[src/rtl/screen_sequencer_pkg.sv]
// Shared definitions for the screen sequencer: default screen indices, default key mask,
// and an elaboration-time clog2 helper.
package screen_seq_pkg;

  typedef enum logic [2:0] {
    SCR_START = 3'd0,
    SCR_ERASE = 3'd1,
    SCR_GRID  = 3'd2,
    SCR_PLAY  = 3'd3,
    SCR_END   = 3'd4
  } screen_e;

  localparam int         DEF_NUM_SCREENS = 5;
  localparam logic [4:0] DEF_KEY_MASK    = 5'b10001;

  function automatic int clog2(input int value);
    int result;
    result = 0;
    while ((1 << result) < value) result++;
    return result;
  endfunction

endpackage

[src/rtl/screen_sequencer_if.sv]
// Control and display-path bundle of the screen sequencer. The master side is the
// sequencer itself; the slave side is the game logic / drawer mux that consumes it.
interface screen_sequencer_if #(
  parameter int NUM_SCREENS = 5,
  parameter int SEL_W       = 3,
  parameter int CNT_W       = 8
);

  logic                   enable;
  logic                   restart;
  logic                   input_key;
  logic [NUM_SCREENS-1:0] done;
  logic [SEL_W-1:0]       display_sel_out;
  logic [NUM_SCREENS-1:0] screen_en;
  logic                   screen_start;
  logic [CNT_W-1:0]       round_count;
  logic                   timeout;

  modport master (
    input  enable, restart, input_key, done,
    output display_sel_out, screen_en, screen_start, round_count, timeout
  );

  modport slave (
    output enable, restart, input_key, done,
    input  display_sel_out, screen_en, screen_start, round_count, timeout
  );

endinterface

[src/rtl/screen_sequencer_onehot_decoder.sv]
// Binary index to one-hot decoder; an out-of-range index decodes to all zeros.
// Shared between the sequencer's screen enables and the drawer mux.
module onehot_decoder #(
  parameter int N = 5,
  parameter int W = 3
) (
  input  logic [W-1:0] sel_i,
  output logic [N-1:0] onehot_o
);

  always_comb begin
    onehot_o = '0;
    for (int i = 0; i < N; i++) begin
      if (sel_i == W'(i)) onehot_o[i] = 1'b1;
    end
  end

endmodule

[src/rtl/screen_sequencer.sv]
// Top-level screen sequencer: steps through NUM_SCREENS screens on key edges or drawer done flags.
// Optional per-screen watchdog enabled by defining WATCHDOG_EN.
module screen_sequencer
  import screen_seq_pkg::*;
#(
  parameter int                     NUM_SCREENS    = DEF_NUM_SCREENS,
  parameter int                     SEL_W          = 3,
  parameter logic [NUM_SCREENS-1:0] KEY_MASK       = DEF_KEY_MASK,
  parameter int                     CNT_W          = 8,
  parameter int                     TIMEOUT_CYCLES = 1000000
) (
  input  logic                clk,
  input  logic                resetn,
  screen_sequencer_if.master  bus
);

  localparam int                  SEL_SPAN     = 1 << SEL_W;
  localparam logic [SEL_W-1:0]    LAST_SCREEN  = SEL_W'(NUM_SCREENS - 1);
  localparam logic [SEL_SPAN-1:0] KEY_MASK_PAD = SEL_SPAN'(KEY_MASK);

  if (NUM_SCREENS < 2 || NUM_SCREENS > 16 || SEL_SPAN < NUM_SCREENS || TIMEOUT_CYCLES < 2) begin : g_bad_params
    $error("screen_sequencer: illegal parameter combination");
  end

  logic [SEL_W-1:0]    sel_q, sel_d;
  logic                start_q, start_d;
  logic                timeout_q, timeout_d;
  logic [CNT_W-1:0]    round_q, round_d;
  logic                key_q;
  logic [SEL_SPAN-1:0] donePad;
  logic                keyRise, keyDriven, inRange, adv, wdFire;

  assign donePad   = SEL_SPAN'(bus.done);
  assign keyRise   = bus.input_key & ~key_q;
  assign keyDriven = KEY_MASK_PAD[sel_q];
  assign inRange   = (sel_q <= LAST_SCREEN);
  assign adv       = bus.enable & (keyDriven ? keyRise : donePad[sel_q]);

`ifdef WATCHDOG_EN
  localparam int WD_W = (clog2(TIMEOUT_CYCLES) < 1) ? 1 : clog2(TIMEOUT_CYCLES);
  localparam logic [WD_W-1:0] WD_LIMIT = WD_W'(TIMEOUT_CYCLES - 1);

  logic [WD_W-1:0] wd_q, wd_d;

  assign wdFire = bus.enable & ~keyDriven & ~adv & (wd_q == WD_LIMIT);

  // Counter saturates at the limit so key-driven screens can idle forever without wrapping.
  always_comb begin
    wd_d = wd_q;
    if (start_d) begin
      wd_d = '0;
    end else if (bus.enable && wd_q != WD_LIMIT) begin
      wd_d = wd_q + WD_W'(1);
    end
  end

  always_ff @(posedge clk or negedge resetn) begin
    if (!resetn) wd_q <= '0;
    else         wd_q <= wd_d;
  end
`else
  assign wdFire = 1'b0;
`endif

  // Restart beats everything; an out-of-range select recovers even while disabled.
  always_comb begin
    sel_d     = sel_q;
    start_d   = 1'b0;
    timeout_d = 1'b0;
    round_d   = round_q;
    if (bus.restart || !inRange) begin
      sel_d   = '0;
      start_d = 1'b1;
    end else if (adv || wdFire) begin
      start_d   = 1'b1;
      timeout_d = wdFire;
      if (sel_q == LAST_SCREEN) begin
        sel_d = '0;
        if (round_q != '1) round_d = round_q + CNT_W'(1);
      end else begin
        sel_d = sel_q + SEL_W'(1);
      end
    end
  end

  always_ff @(posedge clk or negedge resetn) begin
    if (!resetn) begin
      sel_q     <= SEL_W'(SCR_START);
      start_q   <= 1'b1;
      timeout_q <= 1'b0;
      round_q   <= '0;
      key_q     <= 1'b0;
    end else begin
      sel_q     <= sel_d;
      start_q   <= start_d;
      timeout_q <= timeout_d;
      round_q   <= round_d;
      key_q     <= bus.input_key;
    end
  end

  onehot_decoder #(
    .N (NUM_SCREENS),
    .W (SEL_W)
  ) u_screen_dec (
    .sel_i    (sel_q),
    .onehot_o (bus.screen_en)
  );

  assign bus.display_sel_out = sel_q;
  assign bus.screen_start    = start_q;
  assign bus.round_count     = round_q;
  assign bus.timeout         = timeout_q;

endmodule
[src/flat_wrapper.sv]
// flat-port wrapper written by rule: the top's interface ports become plain ports
module screen_sequencer_flat import screen_seq_pkg::*;
#(
  parameter int                     NUM_SCREENS    = DEF_NUM_SCREENS,
  parameter int                     SEL_W          = 3,
  parameter logic [NUM_SCREENS-1:0] KEY_MASK       = DEF_KEY_MASK,
  parameter int                     CNT_W          = 8,
  parameter int                     TIMEOUT_CYCLES = 1000000
)
  (clk, resetn, bus_enable, bus_restart, bus_input_key, bus_done, bus_display_sel_out, bus_screen_en, bus_screen_start, bus_round_count, bus_timeout);
  screen_sequencer_if #(.NUM_SCREENS(NUM_SCREENS), .SEL_W(SEL_W), .CNT_W(CNT_W)) bus_i ();
  input  logic clk;
  input  logic resetn;
  input wire logic [$bits(bus_i.enable)-1:0] bus_enable;
  input wire logic [$bits(bus_i.restart)-1:0] bus_restart;
  input wire logic [$bits(bus_i.input_key)-1:0] bus_input_key;
  input wire logic [$bits(bus_i.done)-1:0] bus_done;
  output wire logic [$bits(bus_i.display_sel_out)-1:0] bus_display_sel_out;
  output wire logic [$bits(bus_i.screen_en)-1:0] bus_screen_en;
  output wire logic [$bits(bus_i.screen_start)-1:0] bus_screen_start;
  output wire logic [$bits(bus_i.round_count)-1:0] bus_round_count;
  output wire logic [$bits(bus_i.timeout)-1:0] bus_timeout;
  assign bus_i.enable = bus_enable;
  assign bus_i.restart = bus_restart;
  assign bus_i.input_key = bus_input_key;
  assign bus_i.done = bus_done;
  assign bus_display_sel_out = bus_i.display_sel_out;
  assign bus_screen_en = bus_i.screen_en;
  assign bus_screen_start = bus_i.screen_start;
  assign bus_round_count = bus_i.round_count;
  assign bus_timeout = bus_i.timeout;
  screen_sequencer #(.NUM_SCREENS(NUM_SCREENS), .SEL_W(SEL_W), .KEY_MASK(KEY_MASK), .CNT_W(CNT_W), .TIMEOUT_CYCLES(TIMEOUT_CYCLES)) u_core (.clk(clk), .resetn(resetn), .bus(bus_i));
endmodule
[config.mk]
export PLATFORM = sky130hd
export DESIGN_NAME = screen_sequencer_flat
export DESIGN_NICKNAME = d
export VERILOG_FILES = /design/src/rtl/screen_sequencer_pkg.sv /design/src/rtl/screen_sequencer_if.sv /design/src/rtl/screen_sequencer_onehot_decoder.sv /design/src/rtl/screen_sequencer.sv /design/src/flat_wrapper.sv
export SDC_FILE = /design/constraint.sdc
export NUM_CORES = 1
export LEC_CHECK = 0
export ABC_AREA = 1
export BUFFER_PORTS_ARGS = -buffer_cell sky130_fd_sc_hd__buf_2
export CORE_MARGIN = 1
export CORE_UTILIZATION = 32
export DETAILED_ROUTE_END_ITERATION = 10
export HOLD_SLACK_MARGIN = 0.15
export PLACE_DENSITY = 0.61
export SLEW_MARGIN = 20
export SYNTH_ARGS = -nofsm -noshare
export SYNTH_HDL_FRONTEND = slang
export SYNTH_SLANG_ARGS = --single-unit
[constraint.sdc]
create_clock -name clk -period 1.85 [get_ports clk]
set_clock_uncertainty 0.15 [all_clocks]
set_input_delay 0.37 -clock clk [delete_from_list [all_inputs] [get_ports clk]]
set_output_delay 0.37 -clock clk [all_outputs]
set_load 0.02 [all_outputs]
; Word-level counts from Yosys, hierarchy flattened
; Memory sizes are Yosys's and may differ from the RTL's.
; Cells that the tools add are included.
[totals]
memories = 1
input_bits = 10
rom_bits = 8
reg_bits = 13
word_cells = 37
[classes]
addsub = 2
n_eq_ne = 5
reduce_logical = 5
magnitude_cmp = 2
n_bitwise = 4
n_mux = 14
[memory_table]
columns = name, words, word_bits, read_ports, rd_ports_with_merged_regs, write_ports, line_no
row1 = (name not given), 8, 1, 1, 0, 0, screen_sequencer.sv:35  ; assign keyDriven = KEY_MASK_PAD[sel_q];
[ops]
columns = op, n
row1 = 1-bit 2-to-1 mux, 10
row2 = 3-bit 2-to-1 mux, 3
row3 = 8-bit by 1-bit adder with 8-bit output (second input constant), 1
row4 = 8-bit != test (second input constant), 1
row5 = 3-bit by 2-bit == test with 1-bit output (second input constant), 2
row6 = 3-bit by 4-bit less-than comparator with 1-bit output (second input constant), 1
row7 = 4-bit AND reduction, 1
row8 = 3-bit by 1-bit adder with 3-bit output (second input constant), 1
row9 = 1-bit binary-select mux with 3-bit select, 1
row10 = 3-bit by 1-bit == test with 1-bit output (second input constant), 1
row11 = 3-bit == test (second input constant), 1
row12 = 3-bit less-or-equal comparator (second input constant), 1
row13 = 3-bit logical NOT, 1
row14 = 1-bit bitwise AND, 2
row15 = 1-bit NOT, 2
row16 = 2-bit nonzero test, 1
row17 = 1-bit logical NOT, 1
row18 = 1-bit logical OR, 1

; Depth between registers and ports, before layout
[logic_depth]
ltp_word = 6
mapped_depth = 11
ltp_nobuf = 11

; By module
; A second synthesis with hierarchy kept.
[unflattened]
hier_cells = 106
area_unflattened_um2 = 865.8
[by_module_without_submodules]
columns = module, cells_per_inst, area_per_inst_um2, instances, seq_area_each_um2
row1 = screen_sequencer, 95, 824.5, 1, 326.6
row2 = onehot_decoder, 11, 41.3, 1, 0.0

; Worst setup path after synthesis
; Ideal clock, no wire load.
[synth_timing]
path_kind = register -> register
from = register u_core.sel_q[0], in the netlist u_core.bus.display_sel_out[0]
to = register u_core.round_q[3], in the netlist u_core.bus.round_count[3]
slack_ps = 56
stages_incl_launch_ff = 11
setup_ps = 117
n_path_buf = 0
arrival_ps = 1527
cell_sequence = dfrtp_1 > inv_2 > ha_1 > inv_1 > nand2_1 > nor2_1 > nor2_1 > nand2_2 > nand4_2 > nand2_1 > nand2_1
[synth_between]
elab_chain_cells = 5
[synth_lines]
columns = element, line_no
row1 = "start, declared", screen_sequencer.sv:25  ; logic [SEL_W-1:0] sel_q, sel_d;
row2 = "start signal, assigned", screen_sequencer.sv:88  ; sel_q <= SEL_W'(SCR_START);
row3 = "start signal, assigned", screen_sequencer.sv:94  ; sel_q <= sel_d;
row4 = "memory 8 x 1 bit, or another cell as far along", -
row5 = "1-bit 2-to-1 mux (implied by the code), or another cell as far along", screen_sequencer.sv:35
row6 = 1-bit 2-to-1 mux or 1-bit logical OR (tied branches), "screen_sequencer.sv:37, screen_sequencer.sv:71"
row7 = 1-bit bitwise AND or 1-bit NOT (tied branches), -
row8 = 4-bit AND reduction (no line) (*), -
row9 = "end signal, assigned", screen_sequencer.sv:97  ; round_q <= round_d;
row10 = "end, declared", screen_sequencer.sv:28  ; logic [CNT_W-1:0] round_q, round_d;
; Mark *: on every way between the ends. The rest lies on a longest branch, timed or not. The select of a mux whose other input is x is not followed.
; A chain may end at the register's enable or synchronous reset.

; Final worst setup path
[layout_timing]
from = register u_core.sel_q[0], in the netlist u_core.bus.display_sel_out[0]
to = output port bus_screen_en[0]
[layout_between]
elab_chain_cells = 2
[layout_lines]
columns = element, line_no
row1 = 3-bit logical NOT, screen_sequencer_onehot_decoder.sv:14  ; if (sel_i == W'(i)) onehot_o[i] = 1'b1;
row2 = 1-bit 2-to-1 mux, screen_sequencer_onehot_decoder.sv:14
row3 = "end, declared", flat_wrapper.sv:19  ; output wire logic [$bits(bus_i.screen_en)-1:0] bus_screen_en;
; No other way between the ends.

==> metrics.yaml <==
critical_path:
  required_ps: 1330
  r2r_start: "u_core.bus.display_sel_out[0]$_DFFE_PN0P_"
  rr_endpoint: "u_core.bus.round_count[1]$_DFFE_PN0P_"
  cp_data_arrival_time_ps: 1290
  crit_path_start_kind: "flop"
  path_max_fanout: 4
  regToRegSetupSlack_ps: 120
  end_kind: "output pin"
  critPathKind: "flop to output pin"
  worstRegToRegCells: 11
hold_path:
  hold_class: "primary input to flop"
  hold_depth: 3
  worstHoldStart: "bus_restart"
  min_to: "u_core.bus.screen_start$_DFF_PN1_"
floorplan:
  die_area_sq_um: 2865
  ios: 28
  die_w_um: 53.53
  rows: 18
  die_h_um: 53.53
  core-area_sq_um: 2500
  start_util_pct: 33.98
pwr:
  powerDensity_nw_per_um2: 1126
  vdd_drop_max_v: 0.0006373
  finalPower_w: 0.001312
  leakage_nw: 0.6511
global_routing:
  grt_pass1_vias: 734
  gr-usage-met1_pct: 19.10
  top_usage_layer: "met2"
  grt_max_degree: 14
  antenna_found_initial: 0
  use_met2_pct: 25.21
  grt-ovfl-total: 0
  grt_pass1_wl_mm: 3.111
  use_met3_pct: 2.011
  grt_use_total_pct: 15.01
sta:
  finalSetupViolations: 0
  final_hold_viol_count: 0
  fmax_ghz: 0.5522
  timing.final.crit_share_pct: 97.88
  tns_ps: 0
  fin_worst_hold_slack_ps: 259.9
  maxSlewViolCount: 0
  min_period_ps: 1811
final_layout:
  drive_above_1_share_pct: 38.41
  fin_nets: 168
  syn_to_final_growth_pct: 37.11
  final_cell_area_sq_um: 1165
  num-fill-cells: 253
  diodes: 0
yosys:
  synth_cells: 112
  avgSynthCellArea_sq_um: 7.585
  synth_top_area_cell: "dfrtp_1"
  synth_seq_cells: 13
  ys_seq_area_share_pct: 38.44
  ys_types: 21
  synth_area_leaders: "dfrtp_1 (35%), nand2_1 (18%), ha_1 (8.8%)"
  synth_nets: 128
  synth_area_sq_um: 849.6
  ys_warn_count: 0
  synth_top_area_share_pct: 35.35
clock_network:
  cts_buffers: 3
  path_clk_slew_ps: 90
  root_buffer: "clkbuf_4"
  clockBufferDepth: 2
  cts_tree: "yes"
  htreeDepth: 1
  clkLatencyLatePin_ps: 280
  clock-sinks: 13
placed_design:
  place_hpwl_mm: 1.413
  gp_congestion: 0.7926
  io_buffers: 26
  placed_cell_area_sq_um: 1017
route:
  drc: 0
  drt_iter0_markers: 10
  drtAntennaViolNets: 0
  num_vias: 815
  routed_wl_mm: 1.995
  drtPass1Iterations: 4
  via_per_inst: 4.503
  detail_route.wl_per_cell_um: 11.02
job:
  maxCapViolations: 0
run_status:
  status: "complete, no violations"
## layout by cell type, fill, tap and decap left out, drive strengths merged
cell	instances
nand2	44
buf	35
nor2	13
inv	13
dfrtp	12
nand3	9
ha	6
xnor2	3
xor2	3
clkbuf	3
dlygate4sd3	2
nand4	2
a21oi	1
nor3	1
nand3b	1
conb	1
clkinv	1
dfstp	1
## layout make-up
cell class,count,area [sq um],area share [%]
Multi-Input combinational cell,84,490.5,42.11
Sequential cell,13,326.6,28.03
Timing Repair Buffer,37,234.0,20.09
Inverter,13,48.80,4.189
Tap cell,30,37.54,3.222
Clock buffer,3,22.52,1.933
Clock inverter,1,5.005,0.4296
## state kept, by name, summed over array words and instances, names as in the netlist
register                    count
u_core.bus.round_count          8
u_core.bus.display_sel_out      3
u_core.bus.screen_start         1
u_core.key_q                    1
## cells in the mapped netlist
| library cell | n |
|---|---|
| a21oi_1 | 1 |
| buf_4 | 2 |
| conb_1 | 1 |
| dfrtp_1 | 12 |
| dfstp_2 | 1 |
| ha_1 | 6 |
| inv_1 | 11 |
| inv_2 | 2 |
| nand2_1 | 41 |
| nand2_2 | 3 |
| nand3_1 | 6 |
| nand3_2 | 3 |
| nand3b_1 | 1 |
| nand4_1 | 1 |
| nand4_2 | 1 |
| nor2_1 | 11 |
| nor2_2 | 1 |
| nor2_4 | 1 |
| nor3_1 | 1 |
| xnor2_1 | 3 |
| xor2_1 | 3 |
## critical path, cell delays in order (launching register included)
cell and delay, ps:
dfrtp_1 410, inv_2 110, ha_4 160, inv_2 40, nor2_1 120, buf_4 160
## stage by stage
stage          cells  utilization (%)  worst slack, ps
6_report         181            46.60            39.22
4_1_cts          176            44.29           -2.150
3_5_place_dp     168            40.69            104.2
3_3_place_gp     168            40.69            191.0
2_1_floorplan    112                -            56.39
5_1_grt          181            46.60           -3.431
## report_power, final
part | total, W | internal, W | switching, W | leakage, nW
clock | 0.000184 | 0.0000802 | 0.000103 | 0.0177
sequential | 0.000374 | 0.000328 | 0.0000462 | 0.173
combinational | 0.000754 | 0.000334 | 0.000421 | 0.460
total | 0.00131 | 0.000742 | 0.000570 | 0.651
## logic make-up after synthesis
group | Yosys count | synth area share, %
adders and majority gates | 6 | 8.836
DFF | 13 | 38.44
AOI/OAI and AO/OA | 1 | 0.5885
and+or+nand+nor | 70 | 38.00
buffers and inverters | 15 | 7.511
other | 1 | 0.4414
xor gates and xnor gates | 6 | 6.187
## timing repair
action                                  CTS  global route
hold endpoints to repair                 14             0
resized for setup                         8             6
setup buffers                             2             5
pin swaps                                 0             5
endpoints found under the setup margin    3            12
hold buffers                              2             0
## metal layers
layer  part of all wire [%]  vias up
li1                       -      419
met1                     44      379
met2                     52       15
met3                    2.6        2
met4                   0.90        0
met5                      0        -
## how the worst max path moves through the flow
| stage | from | endpoint | slack, ps |
|---|---|---|---|
| final | u_core.bus.display_sel_out[0]$_DFFE_PN0P_ | bus_screen_en[0] | 40 |
| after global routing | u_core.bus.display_sel_out[0]$_DFFE_PN0P_ | bus_screen_en[0] | -3 |
| after CTS | u_core.bus.display_sel_out[1]$_DFFE_PN0P_ | bus_screen_en[3] | -2 |
| after detailed placement | u_core.bus.display_sel_out[0]$_DFFE_PN0P_ | u_core.bus.round_count[2]$_DFFE_PN0P_ | 100 |
| after global placement | u_core.bus.display_sel_out[1]$_DFFE_PN0P_ | u_core.bus.round_count[1]$_DFFE_PN0P_ | 190 |
| after floorplan | u_core.bus.display_sel_out[0]$_DFFE_PN0P_ | u_core.bus.round_count[3]$_DFFE_PN0P_ | 60 |
No activity file was read; power rests on OpenSTA's default activity.
